[config.mk]
export PLATFORM = sky130hd
export DESIGN_NAME = slice_permutation_engine
export DESIGN_NICKNAME = d
export VERILOG_FILES = /design/src/rtl/slice_permutation_engine.sv
export SDC_FILE = /design/constraint.sdc
export NUM_CORES = 2
export LEC_CHECK = 0
export CORE_MARGIN = 2
export CORE_UTILIZATION = 30
export CTS_CLUSTER_DIAMETER = 150
export DETAILED_ROUTE_END_ITERATION = 10
export HOLD_SLACK_MARGIN = 0.15
export PLACE_DENSITY = 0.42
export SYNTH_ARGS = -nofsm -noshare
export SYNTH_HDL_FRONTEND = slang
export SYNTH_SLANG_ARGS = --single-unit
[constraint.sdc]
create_clock -name clk -period 69.2 [get_ports clk]
set_input_delay 6.92 -clock clk [delete_from_list [all_inputs] [get_ports clk]]
set_output_delay 6.92 -clock clk [all_outputs]
set_load 0.02 [all_outputs]
[src/rtl/slice_permutation_engine.sv]
// Slice-serial permutation engine.
//
// Holds a state of DEPTH slices, each N*N bits wide (bit (x,y) at index x+N*y).
// Slices are loaded through a valid/ready handshake. A runtime-selected number of
// rounds then runs, and the slices are unloaded through a second valid/ready
// handshake. One round maps S to T with T[k] = chi(S[k-1 mod DEPTH]) and flips
// bit (0,0) of T[0] (iota).
//
// Ports:
//   clk, rst          rising-edge clock, asynchronous active-high reset
//   start, rounds     launch request and round count, both sampled in IDLE
//   slicein, inValid  input slice stream; putInput is its ready
//   sliceOut, outValid, outReady, outLast
//                     output slice stream; outLast marks slice DEPTH-1
//   ready, busy       idle indication and its complement
module slice_permutation_engine #(
  parameter int unsigned N          = 5,
  parameter int unsigned DEPTH      = 64,
  parameter int unsigned MAX_ROUNDS = 24,
  parameter int unsigned ROUND_W    = 5
) (
  input  logic               clk,
  input  logic               rst,
  input  logic               start,
  input  logic [ROUND_W-1:0] rounds,
  input  logic [N*N-1:0]     slicein,
  input  logic               inValid,
  output logic               putInput,
  output logic [N*N-1:0]     sliceOut,
  output logic               outValid,
  input  logic               outReady,
  output logic               outLast,
  output logic               ready,
  output logic               busy
);

  localparam int unsigned W  = N * N;
  localparam int unsigned KW = (DEPTH > 1) ? $clog2(DEPTH) : 1;

  localparam logic [KW-1:0]      LastK     = KW'(DEPTH - 1);
  localparam logic [KW:0]        DepthWide = (KW + 1)'(DEPTH);
  localparam logic [ROUND_W-1:0] MaxR      = ROUND_W'(MAX_ROUNDS);
  localparam logic [W-1:0]       IotaMask  = W'(1);

  typedef enum logic [1:0] {StIdle, StLoad, StCompute, StUnload} state_e;

  state_e             state_q, state_d;
  logic [W-1:0]       slices_q [DEPTH];
  logic [KW-1:0]      k_q, k_d;
  logic [ROUND_W-1:0] round_q, round_d;
  logic [ROUND_W-1:0] nrounds_q, nrounds_d;
  // Physical slot holding logical slice 0. Each round rotates the state by one
  // slice; instead of moving data, chi is applied in place and the base moves.
  logic [KW-1:0]      base_q, base_d;
  logic [KW-1:0]      base_dec;
  logic [KW:0]        phys_sum;
  logic [KW-1:0]      phys_k;

  logic               wr_en;
  logic [W-1:0]       wr_data;
  logic [W-1:0]       chi_in;
  logic [W-1:0]       chi_out;

  assign base_dec = (base_q == '0) ? LastK : base_q - 1'b1;
  assign phys_sum = {1'b0, k_q} + {1'b0, base_q};
  assign phys_k   = (phys_sum >= DepthWide) ? KW'(phys_sum - DepthWide) : phys_sum[KW-1:0];

  // In COMPUTE the sweep visits physical slots directly; chi is slice-local.
  assign chi_in = slices_q[k_q];

  for (genvar gy = 0; gy < N; gy++) begin : g_chi_row
    for (genvar gx = 0; gx < N; gx++) begin : g_chi_bit
      assign chi_out[gx + N*gy] = chi_in[gx + N*gy] ^
                                  (~chi_in[((gx + 1) % N) + N*gy] &
                                    chi_in[((gx + 2) % N) + N*gy]);
    end
  end

  always_comb begin
    state_d   = state_q;
    k_d       = k_q;
    round_d   = round_q;
    nrounds_d = nrounds_q;
    base_d    = base_q;
    wr_en     = 1'b0;
    wr_data   = chi_out;
    putInput  = 1'b0;
    outValid  = 1'b0;
    outLast   = 1'b0;
    ready     = 1'b0;
    sliceOut  = '0;

    unique case (state_q)
      StIdle: begin
        ready = 1'b1;
        if (start) begin
          nrounds_d = (rounds > MaxR) ? MaxR : rounds;
          k_d       = '0;
          round_d   = '0;
          base_d    = '0;
          state_d   = StLoad;
        end
      end
      StLoad: begin
        putInput = 1'b1;
        if (inValid) begin
          wr_en   = 1'b1;
          wr_data = slicein;
          if (k_q == LastK) begin
            k_d     = '0;
            state_d = (nrounds_q != '0) ? StCompute : StUnload;
          end else begin
            k_d = k_q + 1'b1;
          end
        end
      end
      StCompute: begin
        wr_en = 1'b1;
        // After this round logical slice 0 lives at base_dec; iota lands there.
        wr_data = (k_q == base_dec) ? (chi_out ^ IotaMask) : chi_out;
        if (k_q == LastK) begin
          k_d     = '0;
          base_d  = base_dec;
          round_d = round_q + 1'b1;
          if (round_q + 1'b1 == nrounds_q) begin
            state_d = StUnload;
          end
        end else begin
          k_d = k_q + 1'b1;
        end
      end
      StUnload: begin
        outValid = 1'b1;
        sliceOut = slices_q[phys_k];
        outLast  = (k_q == LastK);
        if (outReady) begin
          if (k_q == LastK) begin
            k_d     = '0;
            state_d = StIdle;
          end else begin
            k_d = k_q + 1'b1;
          end
        end
      end
      default: state_d = StIdle;
    endcase
  end

  assign busy = ~ready;

  always_ff @(posedge clk or posedge rst) begin
    if (rst) begin
      state_q   <= StIdle;
      k_q       <= '0;
      round_q   <= '0;
      nrounds_q <= '0;
      base_q    <= '0;
    end else begin
      state_q   <= state_d;
      k_q       <= k_d;
      round_q   <= round_d;
      nrounds_q <= nrounds_d;
      base_q    <= base_d;
    end
  end

  always_ff @(posedge clk or posedge rst) begin
    if (rst) begin
      for (int unsigned i = 0; i < DEPTH; i++) begin
        slices_q[i] <= '0;
      end
    end else if (wr_en) begin
      slices_q[k_q] <= wr_data;
    end
  end

endmodule

==> metrics.txt <==
R2R depth 13; WL final ~390000 um; unrepaired setup endpoints after global routing false; first-pass detailed-route iteration total 6; Crit path top cell by count buf_4; outcome finished with violations; Clk pin slew, worst setup/hold paths roughly 0.060 ns; Die ar. ~290000 um2; Syn Area/Cell about 11 um2; clock sink count roughly 1.6k; layout cells sized above 1 approximately a fifth; die height 537 um; CTS root buf clkbuf_16; Worst setup SP type flip-flop; number of post-CTS setup repair buffers 0; post-synthesis register bit count about 1.6k; routability cong. between 0.8 and 0.9; library cells used by synthesis 87; Critical-path top delay cell ha_4; critical path capture point type output pin; failing checks capacitance limit, slew limit; nets 7580; core area 282000 um2; Critical Path RT roughly 62 ns; vias in the first global route ~66k; worst r2r src k_q[1]; synth-to-layout area growth 12.7%; Remaining Overflow, GRT 0; Hold Worst Slack slightly above 0.5 ns; H-tree depth 4; setup TNS 0 ns; CTS Buffer Depth 3; Worst path max stage delay slightly below 1 ns; placed cell areas a little under 90000 um2; final core utilization 34.0%; critical path class reg2out; CTS buffer count between 150 and 200; Hold Path Cell Cnt 2; Layout Skew around 0.039 ns; hold_buf cts 0; max cap viols 1; peak supply drop 67.7 uV; Register-to-Register Setup Slack 61.48 ns; Initial Util between 30% and 40%; post-route design area about 96000 um2; syn nets 7919; DP Worst Slack between 50 and 60 ns; global-route wire length before repair ~540000 um; Post-synth EDFFs 0; Finished Layout Cells roughly 11k; Final ANT Viol Nets 0; Top FF cell, synth dfrtp_1; period utilization roughly a fifth; CTS tree built; PwrDens approximately 55 nW/um2; PortBufs 64; antenna violations before repair 20; Hold Violations, Final 0; largest net degree at the start of global routing 166; average wire per standard cell around 34 um; Slew headroom -0.128%; worst min path class reg2reg; routed via count roughly 68k; Clock Latency Late Sink ~0.89 ns; synthesis warning total 0; cell count after placement between 10k and 15k; max-slew violation count 4; Final min period ~15 ns; fmax a little under 70 MHz; Mapped Cells 7870; cell family with most CP delay buffers and inverters; # IOs 65; FFs w/ async S/R, synth between 90% and 100%; routed vias/inst between 5 and 6; static leakage approximately 40 nW; Hold EP round_q[1]; CTS resizes 0; drt initial violations approximately 8.2k; WP buf/inv 4; final setup margin about 54 ns; arrival time of the worst setup path between 7 and 8 ns; crit-path cells ha_4 > buf_4 > buf_4 > buf_4 > mux4_2 > mux4_2 > mux2i_1 > a211oi_2 > clkdlybuf4s50_1; Final Setup Violations 0; # DRC 0; hpwl dp roughly 230000 um; worst-path maximum fanout 40; share of the yosys chip area belonging to registers 47.7%; gr usage total between 20% and 30%; worst hold start round_q[1]; Crit Reg-Reg Endpoint slices_q[575]; Row Count between 150 and 200; Die Wd roughly 540 um; Pwr Total roughly 5.2 mW; Post-Synthesis Cell Area 85100 um2; Slew @ Worst Pin 1.50 ns
## Yosys cell counts, types with 79 or more instances
cell         n  area, um2
a22oi_1    142       1070
a221oi_1   114        998
mux2i_1    177       1770
nor2_1    1675       6290
o21ai_0     79        395
nand2_1    161        604
clkbuf_1   480       1800
mux2_2     176       1980
dfrtp_1   1624      40600
buf_2      207       1040
a21oi_1   1618       8100
mux4_2     629      14200
## cell usage in the layout (no fill, tap or decap), types with 33 or more instances in the layout
cell,count
o21ai_0,79
nor2_4,67
clkbuf_1,42
mux2_2,176
buf_4,226
clkbuf_8,35
a221o_1,37
a21oi_1,1618
nor2_1,1608
nand3_1,35
a22oi_1,142
o22ai_1,43
a221oi_1,114
clkbuf_16,194
nand2_1,158
and2_1,33
mux4_2,629
a211oi_1,57
clkdlybuf4s50_1,64
a22o_1,45
dfrtp_1,1621
mux2i_1,177
## kinds of logic after synthesis
logic type               synth area share, %
flip-flops                              47.7
multiplexers                            21.1
adder cells (fa/ha/maj)                0.215
AO/OA/AOI/OAI                           16.2
buffers and inverters                   4.68
XOR/XNOR                               0.381
AND/OR/NAND/NOR                         9.73
## how the worst max path moves through the flow
| stage | start | to | slack (ns) | depth (start not counted) |
|---|---|---|---|---|
| floorplan | rst | base_q[0] | 16.45 | 1 |
| global placement | k_q[0] | sliceOut[8] | 55.39 | 10 |
| detailed placement | k_q[0] | sliceOut[8] | 55.27 | 10 |
| CTS | k_q[0] | sliceOut[8] | 54.37 | 10 |
| global route | k_q[0] | sliceOut[20] | 54.05 | 9 |
| finish | k_q[0] | sliceOut[20] | 54.46 | 9 |
## worst min-delay path: stages (launching register included)
cell	delay, ns
dfrtp_1	0.37
nand2_1	0.06
nand2_1	0.05
## state kept, by name (all words and copies together) (netlist names)
register / cells
slices_q: 1600
base_q: 6
k_q: 6
nrounds_q: 5
round_q: 5
state_q: 2
## area by class of cell
type,count,area (um2)
Sequential cell,1624,40700
Inverter,14,67.6
Clock inverter,74,1200
Tap cell,3743,4680
Clock buffer,271,5490
Timing Repair Buffer,300,2540
Multi-Input combinational cell,5403,41300
Antenna cell,8,20.0
Fill cell,27900,186000
## layer usage
metal	part of all wire, %	wire length, um	GRT usage [%]
met1	42	162000	36.0
met2	45	173000	40.5
met3	7.7	29900	5.18
met4	5.6	21700	13.4
met5	0.012	47	0
## report_power, final
part	internal (mW)	switching, mW	leakage (nW)	total, mW
Sequential	1.11	0.156	22.2	1.26
Combinational	0.868	2.02	14.9	2.89
Clock	0.665	0.433	3.28	1.10
Power figures use the tool's default switching activity.
